**config.mk**
```make
export PLATFORM = sky130hd
export DESIGN_NAME = fetch_ctrl_flat
export DESIGN_NICKNAME = d
export VERILOG_FILES = /design/src/rtl/fetch_ctrl_if.sv /design/src/rtl/fetch_ctrl.sv /design/src/flat_wrapper.sv
export SDC_FILE = /design/constraint.sdc
export NUM_CORES = 1
export LEC_CHECK = 0
export BUFFER_PORTS_ARGS = -buffer_cell sky130_fd_sc_hd__buf_2
export CORE_MARGIN = 10
export CORE_UTILIZATION = 59
export CTS_CLUSTER_DIAMETER = 80
export DETAILED_ROUTE_END_ITERATION = 16
export PLACE_DENSITY = 0.94
export SYNTH_ARGS = -nofsm -noshare
export SYNTH_HDL_FRONTEND = slang
export SYNTH_SLANG_ARGS = --single-unit
```
**constraint.sdc**
```tcl
create_clock -name i_clk -period 14.25 [get_ports i_clk]
set_clock_uncertainty 0.1 [all_clocks]
set_input_delay 4.275 -clock i_clk [delete_from_list [all_inputs] [get_ports i_clk]]
set_output_delay 4.275 -clock i_clk [all_outputs]
set_load 0.05 [all_outputs]
```
**src/rtl/fetch_ctrl_if.sv**
```systemverilog
// rtl/fetch_ctrl_if.sv - fetch-stage bundle: redirect/stall in, imem handshake, IF/ID out
interface fetch_ctrl_if #(
   parameter int WORD = 32
);
   logic            br_taken;
   logic [WORD-1:0] br_dest;
   logic            stall;
   logic            imem_req;
   logic [WORD-1:0] imem_addr;
   logic            imem_ack;
   logic [WORD-1:0] imem_rdata;
   logic            ifid_valid;
   logic [WORD-1:0] ifid_ir;
   logic [WORD-1:0] ifid_npc;
   logic            fetch_err;

   modport master (
      input  br_taken, br_dest, stall, imem_ack, imem_rdata,
      output imem_req, imem_addr, ifid_valid, ifid_ir, ifid_npc, fetch_err
   );

   modport slave (
      output br_taken, br_dest, stall, imem_ack, imem_rdata,
      input  imem_req, imem_addr, ifid_valid, ifid_ir, ifid_npc, fetch_err
   );
endinterface

```
**src/rtl/fetch_ctrl.sv**
```systemverilog
// rtl/fetch_ctrl.sv - fetch sequencer: PC, imem req/ack, one-entry skid, redirect, timeout
module fetch_ctrl #(
   parameter int              WORD     = 32,
   parameter logic [WORD-1:0] STEP     = 32'd1,
   parameter logic [WORD-1:0] RESET_PC = 32'd0,
   parameter int              MAX_WAIT = 16
) (
   input  logic          i_clk,
   input  logic          i_rst,
   fetch_ctrl_if.master  io_bus
);
   localparam logic [1:0] S_FETCH = 2'd0;
   localparam logic [1:0] S_HOLD  = 2'd1;
   localparam logic [1:0] S_ERR   = 2'd2;

   localparam int             WW        = (MAX_WAIT > 0) ? $clog2(MAX_WAIT + 1) : 1;
   localparam logic [WW-1:0]  WAIT_LAST = WW'((MAX_WAIT > 0) ? MAX_WAIT - 1 : 0);

   logic [1:0]      r_state;
   logic            r_run;
   logic [WORD-1:0] r_pc;
   logic            r_valid;
   logic [WORD-1:0] r_ir;
   logic [WORD-1:0] r_npc;
   logic [WORD-1:0] r_skid_ir;
   logic [WORD-1:0] r_skid_npc;
   logic [WW-1:0]   r_wait;

   logic            w_req;
   logic            w_ack;
   logic            w_redirect;
   logic            w_timeout;
   logic [WORD-1:0] w_pc_next;

   // r_run keeps the request low until the first edge after reset is released
   assign w_req      = r_run && (r_state == S_FETCH);
   assign w_ack      = w_req && io_bus.imem_ack;
   assign w_redirect = io_bus.br_taken && (r_state != S_ERR);
   assign w_timeout  = (MAX_WAIT > 0) && w_req && !io_bus.imem_ack && (r_wait == WAIT_LAST);
   assign w_pc_next  = r_pc + STEP;

   assign io_bus.imem_req   = w_req;
   assign io_bus.imem_addr  = r_pc;
   assign io_bus.ifid_valid = r_valid;
   assign io_bus.ifid_ir    = r_ir;
   assign io_bus.ifid_npc   = r_npc;
   assign io_bus.fetch_err  = (r_state == S_ERR);

   always_ff @(posedge i_clk or posedge i_rst) begin
      if (i_rst) begin
         r_state    <= S_FETCH;
         r_run      <= 1'b0;
         r_pc       <= RESET_PC;
         r_valid    <= 1'b0;
         r_ir       <= '0;
         r_npc      <= '0;
         r_skid_ir  <= '0;
         r_skid_npc <= '0;
         r_wait     <= '0;
      end else begin
         r_run <= 1'b1;
         if (w_redirect) begin
            r_pc    <= io_bus.br_dest;
            r_valid <= 1'b0;
            r_wait  <= '0;
            r_state <= S_FETCH;
         end else begin
            case (r_state)
               S_FETCH: begin
                  if (w_ack) begin
                     r_pc   <= w_pc_next;
                     r_wait <= '0;
                     if (io_bus.stall) begin
                        r_skid_ir  <= io_bus.imem_rdata;
                        r_skid_npc <= w_pc_next;
                        r_state    <= S_HOLD;
                     end else begin
                        r_valid <= 1'b1;
                        r_ir    <= io_bus.imem_rdata;
                        r_npc   <= w_pc_next;
                     end
                  end else begin
                     if (!io_bus.stall) begin
                        r_valid <= 1'b0;
                     end
                     if (w_req) begin
                        r_wait <= r_wait + WW'(1);
                     end
                     if (w_timeout) begin
                        r_valid <= 1'b0;
                        r_state <= S_ERR;
                     end
                  end
               end
               S_HOLD: begin
                  if (!io_bus.stall) begin
                     r_valid <= 1'b1;
                     r_ir    <= r_skid_ir;
                     r_npc   <= r_skid_npc;
                     r_state <= S_FETCH;
                  end
               end
               default: begin
                  r_valid <= 1'b0;
               end
            endcase
         end
      end
   end
endmodule

```
**src/flat_wrapper.sv**
```systemverilog
// flat-port wrapper written by rule: the top's interface ports become plain ports
module fetch_ctrl_flat 
#(
   parameter int              WORD     = 32,
   parameter logic [WORD-1:0] STEP     = 32'd1,
   parameter logic [WORD-1:0] RESET_PC = 32'd0,
   parameter int              MAX_WAIT = 16
)
  (i_clk, i_rst, io_bus_br_taken, io_bus_br_dest, io_bus_stall, io_bus_imem_ack, io_bus_imem_rdata, io_bus_imem_req, io_bus_imem_addr, io_bus_ifid_valid, io_bus_ifid_ir, io_bus_ifid_npc, io_bus_fetch_err);
  fetch_ctrl_if #(.WORD(WORD)) io_bus_i ();
  input  logic i_clk;
  input  logic i_rst;
  input wire logic [$bits(io_bus_i.br_taken)-1:0] io_bus_br_taken;
  input wire logic [$bits(io_bus_i.br_dest)-1:0] io_bus_br_dest;
  input wire logic [$bits(io_bus_i.stall)-1:0] io_bus_stall;
  input wire logic [$bits(io_bus_i.imem_ack)-1:0] io_bus_imem_ack;
  input wire logic [$bits(io_bus_i.imem_rdata)-1:0] io_bus_imem_rdata;
  output wire logic [$bits(io_bus_i.imem_req)-1:0] io_bus_imem_req;
  output wire logic [$bits(io_bus_i.imem_addr)-1:0] io_bus_imem_addr;
  output wire logic [$bits(io_bus_i.ifid_valid)-1:0] io_bus_ifid_valid;
  output wire logic [$bits(io_bus_i.ifid_ir)-1:0] io_bus_ifid_ir;
  output wire logic [$bits(io_bus_i.ifid_npc)-1:0] io_bus_ifid_npc;
  output wire logic [$bits(io_bus_i.fetch_err)-1:0] io_bus_fetch_err;
  assign io_bus_i.br_taken = io_bus_br_taken;
  assign io_bus_i.br_dest = io_bus_br_dest;
  assign io_bus_i.stall = io_bus_stall;
  assign io_bus_i.imem_ack = io_bus_imem_ack;
  assign io_bus_i.imem_rdata = io_bus_imem_rdata;
  assign io_bus_imem_req = io_bus_i.imem_req;
  assign io_bus_imem_addr = io_bus_i.imem_addr;
  assign io_bus_ifid_valid = io_bus_i.ifid_valid;
  assign io_bus_ifid_ir = io_bus_i.ifid_ir;
  assign io_bus_ifid_npc = io_bus_i.ifid_npc;
  assign io_bus_fetch_err = io_bus_i.fetch_err;
  fetch_ctrl #(.WORD(WORD), .STEP(STEP), .RESET_PC(RESET_PC), .MAX_WAIT(MAX_WAIT)) u_core (.i_clk(i_clk), .i_rst(i_rst), .io_bus(io_bus_i));
endmodule
```
# After elaboration in Yosys (flattened, before gate mapping)
# Cells that the tools add are included.
dict set report totals {
  rom_bits 0
  in_bits 69
  ramBits 0
  n_memories 0
  latchBits 0
  out_inout_bits 99
  regBits 169
  elab_cells 67
}
dict set report classes {
  n_div 0
  n_mux 27
  bitwise_logic 1
  order_cmp 0
  multipliers 0
  eq_ne 11
  addsub 2
  shifts 0
  reduce_logical 17
}
# cell count
set ops {}
lappend ops {{$mux W32} 9}
lappend ops {{$pmux W32 S2} 2}
lappend ops {{$add A32 B1 Y32 const B} 1}
lappend ops {{$mux W5} 4}
lappend ops {{$mux W2} 5}
lappend ops {{$reduce_and A4 Y1} 2}
lappend ops {{$ne A2 B2 Y1 const B} 3}
lappend ops {{$reduce_bool A2 Y1} 3}
lappend ops {{$reduce_bool A3 Y1} 2}
lappend ops {{$add A5 B1 Y5 const B} 1}
lappend ops {{$eq A5 B4 Y1 const B} 1}
lappend ops {{$logic_and A1 B1 Y1} 5}
lappend ops {{$mux W1} 5}
lappend ops {{$ne A5 B2 Y1 const B} 1}
lappend ops {{$reduce_and A5 Y1} 1}
lappend ops {{$ne A4 B1 Y1 const B} 1}
lappend ops {{$ne A4 B4 Y1 const B} 1}
lappend ops {{$pmux W2 S2} 1}
lappend ops {{$reduce_and A2 Y1} 2}
lappend ops {{$ne A3 B2 Y1 const B} 1}
lappend ops {{$eq A2 B1 Y1 const B} 1}
lappend ops {{$eq A2 B2 Y1 const B} 1}
lappend ops {{$logic_not A2 Y1} 1}
lappend ops {{$ne A2 B1 Y1 const B} 1}
lappend ops {{3 further kinds} 3}

# Depth between registers and ports, before layout
# Gate-level depths: netlist (run 1).
dict set report logic_depth {
  word_depth 8
  depth_mapped 8
  depth_no_buf 6
}

# Least setup slack after synthesis (run 1)
# No wires, ideal clock.
dict set report synth_path {
  path_type {input port to flip-flop}
  start {in io_bus_br_taken}
  end {reg u_core.r_skid_ir[0]}
  setup_ns 0.125
  required_ns 14.025
  arrival_ns 5.560
  path_stages 6
  n_path_buf 3
  path_slack_ns 8.465
  cell_sequence {clkbuf_1 > nor2_1 > nand2_1 > buf_2 > buf_2 > mux2_2}
}
dict set report synth_between {
  elab_chain_cells 3
}
# item line_no
set synth_rtl {}
lappend synth_rtl {{start, declared} flat_wrapper.sv:13} ;# input wire logic [$bits(io_bus_i.br_taken)-1:0] io_bus_br_taken;
lappend synth_rtl {{$logic_and A1 B1 Y1} fetch_ctrl.sv:38} ;# assign w_redirect = io_bus.br_taken && (r_state != S_ERR);
lappend synth_rtl {{$not A1 Y1 (no line)} -}
lappend synth_rtl {{$reduce_and A4 Y1 (no line)} -}
lappend synth_rtl {{end signal, assigned} fetch_ctrl.sv:74} ;# r_skid_ir <= io_bus.imem_rdata;
lappend synth_rtl {{end, declared} fetch_ctrl.sv:25} ;# logic [WORD-1:0] r_skid_ir;
# No other way between the ends.
# A chain may end at the register's enable or synchronous reset.

# Worst setup path after layout (run 1)
dict set report layout_path {
  start {reg u_core.r_state[1]}
  end {out io_bus_imem_req}
}
dict set report layout_between {
  elab_chain_cells 2
}
# item line_no
set layout_rtl {}
lappend layout_rtl {{start, declared} fetch_ctrl.sv:19} ;# logic [1:0] r_state;
lappend layout_rtl {{start signal, assigned} fetch_ctrl.sv:51} ;# r_state <= S_FETCH;
lappend layout_rtl {{start signal, assigned} fetch_ctrl.sv:66} ;# r_state <= S_FETCH;
lappend layout_rtl {{start signal, assigned} fetch_ctrl.sv:76} ;# r_state <= S_HOLD;
lappend layout_rtl {{$logic_not A2 Y1} fetch_ctrl.sv:36} ;# assign w_req = r_run && (r_state == S_FETCH);
lappend layout_rtl {{$logic_and A1 B1 Y1} fetch_ctrl.sv:36}
lappend layout_rtl {{end, declared} flat_wrapper.sv:18} ;# output wire logic [$bits(io_bus_i.imem_req)-1:0] io_bus_imem_req;
# No other way between the ends.

==> qor.txt, run 1 <==
Ant. Diodes = 0
YS warnings = 0
Tmin final = 6.19 ns
HP Start = u_core.io_bus.ifid_npc[10]
largest net degree at the start of global routing = 92
total power = 0.00149 W
TritonCTS Buffers = 17
RR Startpoint = u_core.r_state[1]
Reg clk slew, reported paths = 0.06 ns
crit-path max FO = 11
Via density = 5.97
Pleak = 4.64 nW
die area = 18700 sq um
Switch Pwr = 0.000552 W
Internal = 0.000937 W
Fmax = 161 MHz
kind of critical path = flip-flop to primary output
Worst Path Required = 9.88 ns
most common flop cell mapped by yosys = dfrtp_1
Arr. time, crit path = 1.82 ns
syn_nets = 903
H-tree depth = 4
CTS Hold Buffers Added = 0
sw frac = 0.371
DRT Pass-1 Iters = 6
top cells by area, synth = dfrtp_1, nand2_1, mux2_2, o21ai_0, nor2_1
status = completed
Synth Register Bits = 169
Post-CTS Resized = 0
GPL Wtd Cong = 0.903
hold path depth = 2
WHS = 0.376 ns
crit path capture type = primary output
Finished Layout Cells = 1154
Post-Synthesis Cells = 831
Commonest cells post-synth = dfrtp_1, nand2_1, nor2_1
Reg2Reg Depth = 5
RSZ-0062 raised after global routing = false
CTS tree = done
post-synthesis sequential area ratio = 0.526
area delta synth->final = 18.7%
Critical Path Source = u_core.r_state[1]
top-count cell post-synth = dfrtp_1
Async SR Flop Fraction = 1.00
clock root buffer = clkbuf_16
GRT Total Usage = 0.230
Hold WC Path Type = flip-flop to flip-flop
post-detailed-route count of antenna-violating nets = 0
final WL = 21.7 mm
mapped cell area = 8040 sq um
num rows = 42
final max-slew violation count = 0
drt first-iter violations = 712
Yosys top cell area share = 0.526
Placed Instances = 1122
worst skew pair latency = 0.42 ns
max cap viols = 0
nets = 1037
Clk network pwr share = 0.332
Slew headroom = 0.326
Die W = 137 um
number of clock sinks = 169
gr ovfl total = 0
worst vdd ir = 0.143 mV
share of layout cells above drive strength 1 = 0.271
Setup-failing EPs final = 0
DP Wirelength = 14.6 mm
first-pass GRT wire length = 34.7 mm
total setup buffers inserted after CTS = 0
vias in the first global route = 6830
setup TNS = 0 ns
Avg Cell Area, Syn = 9.67 sq um
DRC = 0
Tcrit/Tclk final = 0.435
Initial Util = 0.605
Sequential Power Share = 0.412
CP startpoint kind = flip-flop
number of flops mapped to enable cells by yosys = 0
Slew @ Worst Pin = 1.01 ns
initial antenna violation count = 0
P per Cell Area = 156 nW/um^2
combinational fraction of design power = 0.256
Fin. Hold Viols = 0
Distinct cells, synth = 56
Die Y = 137 um
Ports = 168
PortBufs = 167
Wirelength per Cell = 18.8 um
area leader, netlist = dfrtp_1
via count = 6890
CORE AREA = 13300 sq um
clock buffer depth = 2
-- worst max-delay path, stage by stage (launching register included) --
cell and delay [ns]:
dfrtp_1 0.54, nor3b_2 0.50, buf_2 0.36
-- cells by family after synthesis --
kind of cell | synth area share
buf+inv | 0.0349
simple gates | 0.196
compound gates | 0.124
flops | 0.526
mux | 0.0610
other cells | 0.000466
xor+xnor | 0.0523
fa+ha+maj | 0.00467
-- cell type report --
cell class | count | area, sq um
clock buffer | 18 | 439
clock inverter | 14 | 196
fill | 946 | 3750
inverter | 8 | 35.0
multi-input combinational | 596 | 3540
sequential | 169 | 4230
tap | 176 | 220
timing repair buffer | 173 | 881
-- per-layer routing --
metal,GRT usage,vias to the layer above,wire [um],part of all wire
li1,-,3154,-,-
met1,0.298,3273,8680,0.40
met2,0.360,412,10100,0.47
met3,0.0689,51,2390,0.11
met4,0.0787,0,482,0.022
met5,0,-,0,0
-- power by group through the flow --
stage | Sequential (W) | Combinational [W] | Clock, W
after floorplan | 0.000754 | 0.000127 | 0
after global placement | 0.000613 | 0.000370 | 0
after detailed placement | 0.000616 | 0.000377 | 0
after CTS | 0.000609 | 0.000381 | 0.000497
after global routing | 0.000622 | 0.000405 | 0.000517
final | 0.000613 | 0.000381 | 0.000494
-- registers in the layout (all words and copies together) (netlist names) --
register,cells
u_core.r_wait,5
u_core.io_bus.imem_addr,32
u_core.r_skid_npc,32
u_core.io_bus.ifid_npc,32
u_core.io_bus.ifid_ir,32
u_core.r_state,2
u_core.io_bus.ifid_valid,1
u_core.r_skid_ir,32
u_core.r_run,1
-- through the flow --
stage	setup slack, ns	area [sq um]	utilization
final	8.06	9540	0.718
after global routing	7.94	9540	0.718
after CTS	8.03	9540	0.718
after detailed placement	7.82	8910	0.670
after global placement	7.90	8910	0.670
after floorplan	5.30	8040	-
-- cells in the final DEF (no fill, tap or decap), drive strengths merged, types with 10 or more instances in the layout --
cell type,instances
inv,10
a21oi,23
buf,173
nand4,13
o22ai,10
dfrtp,169
and3,13
clkbuf,18
nor3,14
o21ai,72
xnor2,25
mux2,40
nand3,24
nor2,78
xor2,23
nand2,158
a31oi,38
-- path summary, 6_finish.rpt --
check | to | slack, ns
worst min register to register | u_core.io_bus.ifid_npc[10] | 0.38
min in group asynchronous | u_core.io_bus.ifid_ir[22] | 3.90
worst max-delay path | io_bus_imem_req | 8.06
worst max register to register | u_core.r_skid_ir[5] | 11.46
worst min-delay path | u_core.io_bus.ifid_npc[10] | 0.38
max in group asynchronous | u_core.io_bus.imem_addr[30] | 8.62
(Power assumes the default switching activity.)
==> run 2, diff against run 1 <==
--- a/config.mk
+++ b/config.mk
@@ -7,10 +7,10 @@
 export LEC_CHECK = 0
 export BUFFER_PORTS_ARGS = -buffer_cell sky130_fd_sc_hd__buf_2
 export CORE_MARGIN = 10
-export CORE_UTILIZATION = 59
+export CORE_UTILIZATION = 50
 export CTS_CLUSTER_DIAMETER = 80
 export DETAILED_ROUTE_END_ITERATION = 16
-export PLACE_DENSITY = 0.94
+export PLACE_DENSITY = 0.86
 export SYNTH_ARGS = -nofsm -noshare
 export SYNTH_HDL_FRONTEND = slang
 export SYNTH_SLANG_ARGS = --single-unit
==> constraint.sdc (replaced) <==
create_clock -name i_clk -period 5.1 [get_ports i_clk]
set_clock_uncertainty 0.1 [all_clocks]
set_input_delay 1.53 -clock i_clk [delete_from_list [all_inputs] [get_ports i_clk]]
set_output_delay 1.53 -clock i_clk [all_outputs]
set_load 0.05 [all_outputs]
==> qor.txt, run 2 (synthesized netlist as in run 1, its figures left out) <==
share of layout cells above drive strength 1 = 0.272
DP Wirelength = 15.2 mm
Placed Instances = 1165
pre-CTS setup slack = 1.31 ns
Internal = 0.00258 W
vias in the first global route = 6540
Top Layer Used = met4
max cap viols = 0
nets = 1040
number of clock sinks = 169
Switch Pwr = 0.00151 W
Fin. Hold Viols = 0
Die W = 147 um
Pleak = 4.64 nW
TritonCTS Buffers = 17
die area = 21600 sq um
GRT Total Usage = 0.195
R2R setup slack = 2.36 ns
Worst Setup Slack, final = 1.64 ns
Wirelength per Cell = 18.0 um
Slew headroom = 0.228
CORE AREA = 15800 sq um
most frequent cells in the layout = dfrtp_1, buf_2, nand2_1
via count = 6722
fillers = 1286
status = completed
wl on met1 = 9.21 mm
Clk network pwr share = 0.322
Ant. Diodes = 0
Worst Path Required = 3.47 ns
num rows = 46
Arr. time, crit path = 1.83 ns
Routed met2 length = 10.1 mm
setup TNS = 0 ns
Ports = 168
CP startpoint kind = flip-flop
largest net degree at the start of global routing = 79
Slew @ Worst Pin = 1.15 ns
clock root buffer = clkbuf_16
DRC = 0
Fmax = 289 MHz
Setup-failing EPs final = 0
crit-path max FO = 11
clock buffer depth = 2
Initial Util = 0.508
RSZ-0062 raised after global routing = false
utilization after layout = 0.607
initial antenna violation count = 0
Reg clk slew, reported paths = 0.06 ns
gr ovfl total = 0
Via density = 5.62
Finished Layout Cells = 1196
area delta synth->final = 19.5%
P per Cell Area = 426 nW/um^2
GPL Wtd Cong = 0.846
post-detailed-route count of antenna-violating nets = 0
CTS tree = done
crit path capture type = primary output
total power = 0.00409 W
H-tree depth = 4
first-pass GRT wire length = 34.4 mm
Die Y = 147 um
worst skew pair latency = 0.42 ns
Post-CTS Resized = 0
met3 WL = 1.87 mm
combinational fraction of design power = 0.259
final WL = 21.5 mm
final max-slew violation count = 0
Tcrit/Tclk final = 0.679
CTS Hold Buffers Added = 0
most common library cell in the layout ignoring fill and taps = dfrtp_1
sw frac = 0.370
PortBufs = 167
DRT Pass-1 Iters = 5
drt first-iter violations = 474
worst vdd ir = 0.298 mV
Hold WC Path Type = flip-flop to flip-flop
kind of critical path = flip-flop to primary output
Sequential Power Share = 0.419
total setup buffers inserted after CTS = 0
Tmin final = 3.46 ns
-- run 2: worst paths after layout --
path	from	to	cells past startpoint
worst max register to register	u_core.r_state[1]	u_core.r_skid_ir[15]	5
worst min register to register	u_core.io_bus.ifid_npc[5]	u_core.io_bus.ifid_npc[5]	2
worst min-delay path	u_core.io_bus.ifid_npc[5]	u_core.io_bus.ifid_npc[5]	2
max in group asynchronous	i_rst	u_core.r_skid_npc[21]	3
worst max-delay path	u_core.r_state[1]	io_bus_imem_req	2
min in group asynchronous	i_rst	u_core.io_bus.ifid_ir[18]	2
-- run 2: critical path, cell delays in order, from the launching register on --
cell     delay (ns)
dfrtp_1        0.54
nor3b_2        0.51
buf_2          0.37
-- run 2: stage by stage --
step | hold slack [ns] | cell area, sq um
after global routing | 0.404 | 9610
after detailed placement | 0.362 | 9000
after floorplan | 0.342 | 8040
final | 0.375 | 9610
after CTS | 0.377 | 9610
after global placement | 0.354 | 9000
-- run 2: cell type report --
class | instances | area [sq um] | share of cell area
Clock buffer | 20 | 457 | 0.0475
Clock inverter | 11 | 145 | 0.0151
Inverter | 8 | 33.8 | 0.00352
Multi-Input combinational cell | 596 | 3540 | 0.369
Sequential cell | 169 | 4230 | 0.440
Tap cell | 216 | 270 | 0.0281
Timing Repair Buffer | 176 | 928 | 0.0966
-- run 2: power by group through the flow --
stage,clock [W],combinational (W),sequential [W]
4_1_cts,0.00133,0.00106,0.00171
2_1_floorplan,0,0.000355,0.00211
3_5_place_dp,0,0.00105,0.00173
3_3_place_gp,0,0.00104,0.00172
6_report,0.00132,0.00106,0.00171
5_1_grt,0.00139,0.00113,0.00174
-- run 2: metal layers --
layer | vias to the layer above | global-route usage
li1 | 3167 | -
met1 | 3221 | 0.256
met2 | 303 | 0.307
met3 | 31 | 0.0544
met4 | 0 | 0.0606
met5 | - | 0
